File: config.mk
export PLATFORM = sky130hd
export DESIGN_NAME = phase_sequencer
export DESIGN_NICKNAME = d
export VERILOG_FILES = /design/src/rtl/phase_sequencer_pkg.sv /design/src/rtl/phase_sequencer.sv
export SDC_FILE = /design/constraint.sdc
export NUM_CORES = 1
export LEC_CHECK = 0
export CAP_MARGIN = 5
export CORE_MARGIN = 4
export CORE_UTILIZATION = 53
export CTS_CLUSTER_SIZE = 24
export DETAILED_ROUTE_END_ITERATION = 16
export PLACE_DENSITY = 0.85
export REMOVE_ABC_BUFFERS = 1
export SYNTH_ARGS = -nofsm -noshare
export SYNTH_HDL_FRONTEND = slang
export SYNTH_SLANG_ARGS = --single-unit
File: constraint.sdc
create_clock -name i_clock -period 3.3 [get_ports i_clock]
set_input_delay 0.495 -clock i_clock [delete_from_list [all_inputs] [get_ports i_clock]]
set_output_delay 0.495 -clock i_clock [all_outputs]
set_load 0.02 [all_outputs]
File: src/rtl/phase_sequencer_pkg.sv
// Shared constants for the instruction-phase sequencer and the datapath decode.
package phase_seq_pkg;

  localparam int DEFAULT_NUM_PHASES = 5;

  typedef logic [1:0] state_t;

  localparam state_t ST_IDLE = 2'd0;
  localparam state_t ST_RUN  = 2'd1;
  localparam state_t ST_STEP = 2'd2;

endpackage

File: src/rtl/phase_sequencer.sv
// Steps a phase counter through NUM_PHASES phases per instruction and drives one-hot
// phase enables, with run/stop, single-step, stall, early termination and a retire counter.
module phase_sequencer
  import phase_seq_pkg::*;
#(
  parameter int NUM_PHASES = DEFAULT_NUM_PHASES,
  parameter int ICNT_W     = 32,
  localparam int PHASE_W   = $clog2(NUM_PHASES)
) (
  input  logic                  i_clock,
  input  logic                  i_reset,
  input  logic                  i_run,
  input  logic                  i_step,
  input  logic                  i_stall,
  input  logic                  i_end_early,
  output logic [PHASE_W-1:0]    o_phase,
  output logic [NUM_PHASES-1:0] o_phase_en,
  output logic                  o_running,
  output logic                  o_insn_done,
  output logic [ICNT_W-1:0]     o_insn_count
);

  localparam logic [PHASE_W-1:0] LAST_PHASE = PHASE_W'(NUM_PHASES - 1);

  state_t              r_state;
  state_t              w_state_d;
  logic [PHASE_W-1:0]  r_phase;
  logic [PHASE_W-1:0]  w_phase_d;
  logic [ICNT_W-1:0]   r_count;
  logic [ICNT_W-1:0]   w_count_d;
  logic                w_active;
  logic                w_advance;
  logic                w_boundary;

  assign w_active   = (r_state != ST_IDLE);
  // A stalled phase neither advances nor may terminate the instruction.
  assign w_advance  = w_active && !i_stall;
  assign w_boundary = w_advance && ((r_phase == LAST_PHASE) || i_end_early);

  always_comb begin
    w_state_d = r_state;
    w_phase_d = r_phase;
    w_count_d = r_count;
    if (r_state == ST_IDLE) begin
      w_phase_d = '0;
      if (i_run) begin
        w_state_d = ST_RUN;
      end else if (i_step) begin
        w_state_d = ST_STEP;
      end
    end else if (w_boundary) begin
      w_phase_d = '0;
      w_count_d = r_count + ICNT_W'(1);
      w_state_d = ((r_state == ST_RUN) && i_run) ? ST_RUN : ST_IDLE;
    end else if (w_advance) begin
      w_phase_d = r_phase + PHASE_W'(1);
    end
  end

  always_ff @(posedge i_clock) begin
    if (i_reset) begin
      r_state <= ST_IDLE;
      r_phase <= '0;
      r_count <= '0;
    end else begin
      r_state <= w_state_d;
      r_phase <= w_phase_d;
      r_count <= w_count_d;
    end
  end

  always_comb begin
    o_phase_en = '0;
    if (w_advance) begin
      o_phase_en = NUM_PHASES'(1) << r_phase;
    end
  end

  assign o_phase      = r_phase;
  assign o_running    = w_active;
  assign o_insn_done  = w_boundary;
  assign o_insn_count = r_count;

endmodule

==> Word level (Yosys, flattened, before mapping) <==
Index checks and enable logic that the tools add are counted.
{ "totals": {"n_memories": 0, "elab_cells": 27, "mem_bits_rw": 0, "latchBits": 0, "register_bits": 37, "in_bits": 6, "rom_bits": 0} }
{ "op_classes": {"bitwise_logic": 1, "div_mod_pow": 0, "n_reduce_logical": 11, "shift": 1, "mux": 6, "multipliers": 0, "eq_ne": 3, "n_addsub": 2, "magnitude_cmp": 0} }
{ "op_table": {"columns": ["operator", "count"], "rows": [
  ["$add A32 B1 Y32 const B", 1],
  ["$mux W2", 4],
  ["$mux W5", 1],
  ["$shl A1 B3 Y5 const A", 1],
  ["$reduce_and A2 Y1", 2],
  ["$reduce_bool A2 Y1", 2],
  ["$add A3 B1 Y3 const B", 1],
  ["$eq A3 B3 Y1 const B", 1],
  ["$logic_and A1 B1 Y1", 3],
  ["$ne A3 B3 Y1 const B", 1],
  ["$reduce_or A3 Y1", 1],
  ["$eq A2 B1 Y1 const B", 1],
  ["$logic_not A2 Y1", 1],
  ["$logic_not A1 Y1", 1],
  ["$logic_or A1 B1 Y1", 1],
  ["$mux W1", 1],
  ["$not A1 Y1", 1]
]} }

==> Longest topological paths before layout <==
Gate-level depths: netlist of the first run.
{ "logic_depth": {"depth_word": 5, "ltp_mapped": 9, "depth_no_buf": 7} }

==> Worst setup path before layout of the first run <==
OpenSTA, ideal clock, no wires.
{ "synth_timing": {"path_kind": "input -> register", "start": "input port i_stall", "end": "register r_count[31] (netlist: o_insn_count[31])", "required_ps": 3177, "path_stages": 7, "t_arrival_ps": 2037, "setup_slack_ps": 1140, "setup_time_ps": 123, "cell_sequence": "buf_6 -> o21bai_4 -> or4_4 -> buf_6 -> nor3_4 -> nor3b_2 -> mux2_1"} }
{ "synth_via": {"elab_chain_cells": 4} }
{ "synth_lines": {"columns": ["item", "line_no", "text"], "rows": [
  ["from (decl)", "phase_sequencer.sv:14", "input logic i_stall,"],
  ["$logic_not A1 Y1", "phase_sequencer.sv:37", "assign w_advance = w_active && !i_stall;"],
  ["$logic_and A1 B1 Y1", "phase_sequencer.sv:37", null],
  ["$logic_and A1 B1 Y1", "phase_sequencer.sv:38", "assign w_boundary = w_advance && ((r_phase == LAST_PHASE) || i_end_early);"],
  ["$reduce_and A2 Y1 (no line)", null, null],
  ["to (signal assigned)", "phase_sequencer.sv:68", "r_count <= w_count_d;"],
  ["to (decl)", "phase_sequencer.sv:29", "logic [ICNT_W-1:0] r_count;"]
]} }
Every way passes these cells.
A chain may end at the register's enable or synchronous reset.

==> Worst setup path in the final report of the first run <==
{ "layout_timing": {"start": "input port i_stall", "end": "output port o_insn_done"} }
{ "layout_via": {"elab_chain_cells": 3} }
{ "layout_lines": {"columns": ["item", "line_no", "text"], "rows": [
  ["$logic_not A1 Y1", "phase_sequencer.sv:37", null],
  ["$logic_and A1 B1 Y1", "phase_sequencer.sv:37", null],
  ["$logic_and A1 B1 Y1", "phase_sequencer.sv:38", null],
  ["to (decl)", "phase_sequencer.sv:19", "output logic o_insn_done,"]
]} }
Every way passes these cells.

==> results of run 1 <==
-- worst max-delay path: stages --
cell	delay (ns)
clkdlybuf4s50_1	0.56
o21bai_4	0.26
nor2_1	0.32
clkdlybuf4s50_1	0.69
-- final cells by class --
type                    count  area [µm²]  area share
multi-input cells         155        1095      0.4323
inverters                  11       41.29     0.01630
clock inverters             1       7.507    0.002964
repair buffers             52       508.0      0.2006
flip-flops and latches     37       740.7      0.2925
clock buffers               6       82.58     0.03261
well taps                  46       57.56     0.02273
-- path summary, 6_finish.rpt --
check / cells after the start / slack [ns] / start / end
max: 4 / 0.48 / i_stall / o_insn_done
min: 2 / 0.51 / o_insn_count[9] / o_insn_count[9]
max reg2reg: 7 / 1.02 / o_phase[0] / o_insn_count[31]
min reg2reg: 2 / 0.51 / o_insn_count[9] / o_insn_count[9]
-- cell usage after synthesis, drive strengths merged (6+ instances only) --
cell,n,area share
dfxtp,37,0.38
or3,6,0.019
nand3,7,0.018
buf,7,0.033
nor3,7,0.034
nor4,13,0.084
inv,11,0.021
xnor2,22,0.098
a21oi,11,0.028
nand4,9,0.029
o21ai,8,0.020
nand2,10,0.019
ha,6,0.038
nor2,31,0.059
-- through the flow --
| stage | hold slack (ns) | total power (W) |
|---|---|---|
| after global routing | 0.5459 | 0.0008633 |
| after CTS | 0.5111 | 0.0008367 |
| after global placement | 0.4956 | 0.0005173 |
| after floorplan | 0.5009 | 0.0004879 |
| after detailed placement | 0.5004 | 0.0005178 |
| final | 0.5092 | 0.0008330 |
-- kinds of logic after synthesis --
logic type	synth area share
and+or+nand+nor	0.3299
adders and majority gates	0.03829
muxes	0.01085
DFF	0.3778
xor gates and xnor gates	0.1117
AOI/OAI and AO/OA	0.06765
buffers and inverters	0.06381
-- layer usage --
layer,up-vias,wire (µm),GRT usage,part of all wire
li1,836,-,-,-
met1,777,1912,0.2473,0.45
met2,52,2044,0.3278,0.48
met3,7,206,0.04862,0.049
met4,0,78,0.09976,0.018
met5,-,0,0,0
-- sequential cells by signal (all words and copies together) (netlist names) --
signal / cells
o_insn_count: 32
o_phase: 3
r_state: 2
-- power by group through the flow --
| stage | combinational [W] | clock [W] | sequential, W |
|---|---|---|---|
| 2_1_floorplan | 0.0000214 | 0 | 0.000467 |
| 3_3_place_gp | 0.0000521 | 0 | 0.000465 |
| 3_5_place_dp | 0.0000528 | 0 | 0.000465 |
| 4_1_cts | 0.0000533 | 0.000328 | 0.000455 |
| 5_1_grt | 0.0000582 | 0.000350 | 0.000455 |
| 6_report | 0.0000531 | 0.000325 | 0.000455 |
==> flow_metrics.env, run 1 <==
export IMPL_maxCapViolations=0
export IMPL_first_pass_iters=4
export IMPL_hold_path_class="reg2reg"
export IMPL_worstPathRequired_ns=2.80
export IMPL_post_drt_via_cell_ratio=5.429
export IMPL_fin_crit_ns=2.820
export IMPL_finalClockSkew_ns=0.005781
export IMPL_final_cell_mix="47 x clkdlybuf4s50_1, 37 x dfxtp_1, 31 x nor2_1"
export IMPL_ys_dominant_reg_cell="dfxtp_1"
export IMPL_cts_hold_buf=0
export IMPL_ios=48
export IMPL_relSlewSlack=0.7392
export IMPL_placed_cell_area_um2=2442
export IMPL_num_fill_cells=273
export IMPL_drtAntennaViolNets=0
export IMPL_setup_violations=0
export IMPL_overflow=0
export IMPL_coreArea_um2=3442
export IMPL_die_w_um=68.82
export IMPL_rsz0062_at_grt="no"
export IMPL_synth_seq_area_share=0.3778
export IMPL_clk_pin_slew_ns=0.07
export IMPL_root_buffer="clkbuf_8"
export IMPL_die_h_um=68.82
export IMPL_tightest_slew_ns=0.3912
export IMPL_drt_iter0_drc=131
export IMPL_drive_gt1_frac=0.1183
export IMPL_remaining_drc_errors=0
export IMPL_synth_edff_count=0
export IMPL_clkLatencyLatePin_ns=0.29
export IMPL_hold_viol=0
export IMPL_yosysWarnings=0
export IMPL_tritoncts="yes"
export IMPL_layout_cells_most_common="clkdlybuf4s50_1"
export IMPL_status="completed"
export IMPL_fin_crit_sh=0.8545
export IMPL_finalInstanceArea_um2=2532
export IMPL_cts_setup_buffers=0
export IMPL_netlist_area_um2=1961
export IMPL_syn_avg_cell_area_um2=9.119
export IMPL_place_gp_congestion=0.7830
export IMPL_p_int_w=0.0006394
export IMPL_instances_no_fill=308
export IMPL_layout_setup_ws_ns=0.4800
export IMPL_grt_max_degree=22
export IMPL_gr_usage_all_layers=0.2014
export IMPL_cts_resized=0
export IMPL_critPathKind="in2out"
export IMPL_p_seq_frac=0.546
export IMPL_cp_start_kind="input port"
export IMPL_nets=274
export IMPL_rows=21
export IMPL_synthArstFlopShare=0
export IMPL_p_comb_frac=0.064
export IMPL_dr_total_vias=1672
export IMPL_endpoint_kind="output port"
export IMPL_swShare=0.2324
export IMPL_syn_instance_count=215
export IMPL_numCtsBuffers=5
export IMPL_antenna_found_initial=0
export IMPL_irDropWorstVdd_uv=233.6
export IMPL_cp_arrival_ns=2.32
export IMPL_start_util=0.5696
export IMPL_clock_sinks=37
export IMPL_pwr_share_clk=0.390
export IMPL_pre_cts_ws_ns=0.4552
export IMPL_htreeDepth=2
export IMPL_total_leakage_power_nw=0.8502
export IMPL_place_inst=301
export IMPL_io_buffers=47
export IMPL_grt_pass1_wl_um=7038
export IMPL_hpwl_um=2996
export IMPL_cts_buffer_depth=2
export IMPL_p_switching_w=0.0001936
export IMPL_wl_per_cell_um=13.77
export IMPL_tns_ns=0
export IMPL_fp_dieArea_um2=4736
export IMPL_routed_wl_um=4241
export IMPL_synth_cell_types=39
export IMPL_utilization=0.7357
export IMPL_cp_max_fo=8
export IMPL_final_max_slew_viol_count=0
export IMPL_fmax_ghz=0.3546
export IMPL_power_density_nw_per_um2=328.9
export IMPL_ys_ff_latch=37
export IMPL_syn_to_final_growth_pct=29.16
export IMPL_diodes=0
export IMPL_first_global_vias=1531
(Power assumes the default switching activity.)
==> run 2: changes to the inputs <==
CELL_PAD_IN_SITES_DETAIL_PLACEMENT = 1   (was default)
CELL_PAD_IN_SITES_GLOBAL_PLACEMENT = 1   (was default)
CORE_UTILIZATION = 39   (was 53)
PLACE_DENSITY = default   (was 0.85)
PLACE_DENSITY_LB_ADDON = 0.1   (was default)
SETUP_SLACK_MARGIN = 0.1   (was default)
==> run 2 against run 1 <==
Clock-buffer cell count increased by 2. Fmax decreased by 1.2%. Clock power decreased by 6.2%. Non-clock buffer count unchanged. Core utilization decreased by 20 points. Critical path type unchanged. Largest power group unchanged.
==> flow_metrics.env, run 2 (synthesis results as in run 1) <==
export IMPL_cp_arrival_ns=2.36
export IMPL_path_cells="clkdlybuf4s50_1 -> o21bai_4 -> nor2_1 -> clkdlybuf4s50_1"
export IMPL_tightest_slew_ns=0.5763
export IMPL_numCtsBuffers=5
export IMPL_dr_total_vias=1664
export IMPL_final_max_slew_viol_count=0
export IMPL_setup_violations=0
export IMPL_nets=274
export IMPL_post_drt_via_cell_ratio=5.042
export IMPL_drive_gt1_frac=0.1103
export IMPL_drt_iter0_drc=40
export IMPL_hold_path_class="reg2reg"
export IMPL_place_gp_congestion=0.7288
export IMPL_coreArea_um2=4786
export IMPL_fp_dieArea_um2=6226
export IMPL_maxCapViolations=0
export IMPL_gr_usage_all_layers=0.1633
export IMPL_clkLatencyLatePin_ns=0.29
export IMPL_power_density_nw_per_um2=319.2
export IMPL_root_buffer="clkbuf_8"
export IMPL_start_util=0.4097
export IMPL_endpoint_kind="output port"
export IMPL_cts_hold_buf=0
export IMPL_fmax_ghz=0.3505
export IMPL_tns_ns=0
export IMPL_cp_start_kind="input port"
export IMPL_antenna_found_initial=0
export IMPL_drtAntennaViolNets=0
export IMPL_clock_sinks=37
export IMPL_htreeDepth=2
export IMPL_fin_crit_sh=0.8645
export IMPL_clk_pin_slew_ns=0.07
export IMPL_first_pass_iters=4
export IMPL_grt_max_degree=22
export IMPL_critPathKind="in2out"
export IMPL_crit_top_cell="clkdlybuf4s50_1"
export IMPL_syn_to_final_growth_pct=29.99
export IMPL_critPathSlowestCell="clkdlybuf4s50_1"
export IMPL_first_global_vias=1653
export IMPL_tritoncts="yes"
export IMPL_rows=25
export IMPL_fin_crit_ns=2.853
export IMPL_overflow=0
export IMPL_irDropWorstVdd_uv=179.9
export IMPL_cts_buffer_depth=2
export IMPL_wl_per_cell_um=14.28
export IMPL_diodes=0
export IMPL_hpwl_um=3459
export IMPL_finalClockSkew_ns=0.002127
export IMPL_placed_cell_area_um2=2469
export IMPL_cts_resized=0
export IMPL_grt_pass1_wl_um=8038
export IMPL_num_fill_cells=578
export IMPL_routed_wl_um=4711
export IMPL_ios=48
export IMPL_hold_viol=0
export IMPL_worstPathRequired_ns=2.80
export IMPL_total_leakage_power_nw=0.8464
export IMPL_finalInstanceArea_um2=2549
export IMPL_cp_max_fo=8
export IMPL_remaining_drc_errors=0
export IMPL_relSlewSlack=0.6146
export IMPL_die_h_um=78.91
export IMPL_cts_setup_buffers=0
export IMPL_rsz0062_at_grt="no"
export IMPL_status="completed"
export IMPL_io_buffers=47
export IMPL_cp_slowest_stage_delay_ns=0.69
export IMPL_layout_cells_most_common="clkdlybuf4s50_1"
export IMPL_die_w_um=78.91
export IMPL_largest_reg_flops=32
export IMPL_final_cell_mix="47 x clkdlybuf4s50_1, 37 x dfxtp_1, 31 x nor2_1"
## run 2: cell count changes in the layout (fill, tap and decap cells not counted)
cell        change
clkbuf_8        -1
clkbuf_1        +3
clkinvlp_4      -1
## run 2: cell type report
type	instances	area [µm²]	area share
flip-flops and latches	37	740.7	0.2906
repair buffers	52	508.0	0.1993
inverters	11	41.29	0.01620
well taps	67	83.83	0.03289
clock buffers	8	80.08	0.03142
multi-input cells	155	1095	0.4296
## run 2: report_power, final
group	total, W	switching [W]	internal (W)
sequential	0.000455	0.00000539	0.000450
combinational	0.0000533	0.0000289	0.0000244
clock	0.000305	0.000155	0.000150
total	0.000814	0.000189	0.000624
## run 2: worst max-delay path, delay by kind of cell
family | cells | cell delay [ns]
AND/OR/NAND/NOR | 1 | 0.36
AO/OA/AOI/OAI | 1 | 0.26
buffers and inverters | 2 | 1.24
## run 2: path summary, 6_finish.rpt
path / from / cells after the start / endpoint / slack [ns]
min: o_insn_count[8] / 2 / o_insn_count[8] / 0.52
min reg2reg: o_insn_count[8] / 2 / o_insn_count[8] / 0.52
max reg2reg: o_phase[0] / 7 / o_insn_count[31] / 0.99
max: i_stall / 4 / o_insn_done / 0.45
## run 2: layer usage
metal | global-route usage | wire (µm) | up-vias
met1 | 0.2020 | 2237 | 789
met2 | 0.2674 | 2151 | 34
met5 | 0 | 0 | -
met4 | 0.05155 | 60 | 0
li1 | - | - | 836
met3 | 0.05556 | 262 | 5
## run 2: stage by stage
stage / setup WS (ns) / hold WS (ns) / util / power (W) / std cells
floorplan: 0.6875 / 0.5009 / - / 0.0004879 / 203
global placement: 0.5315 / 0.5016 / 0.5158 / 0.0005189 / 322
detailed placement: 0.4382 / 0.5127 / 0.5158 / 0.0005193 / 322
CTS: 0.4403 / 0.5258 / 0.5325 / 0.0008255 / 330
global route: 0.3385 / 0.5591 / 0.5325 / 0.0008555 / 330
finish: 0.4472 / 0.5195 / 0.5325 / 0.0008137 / 330
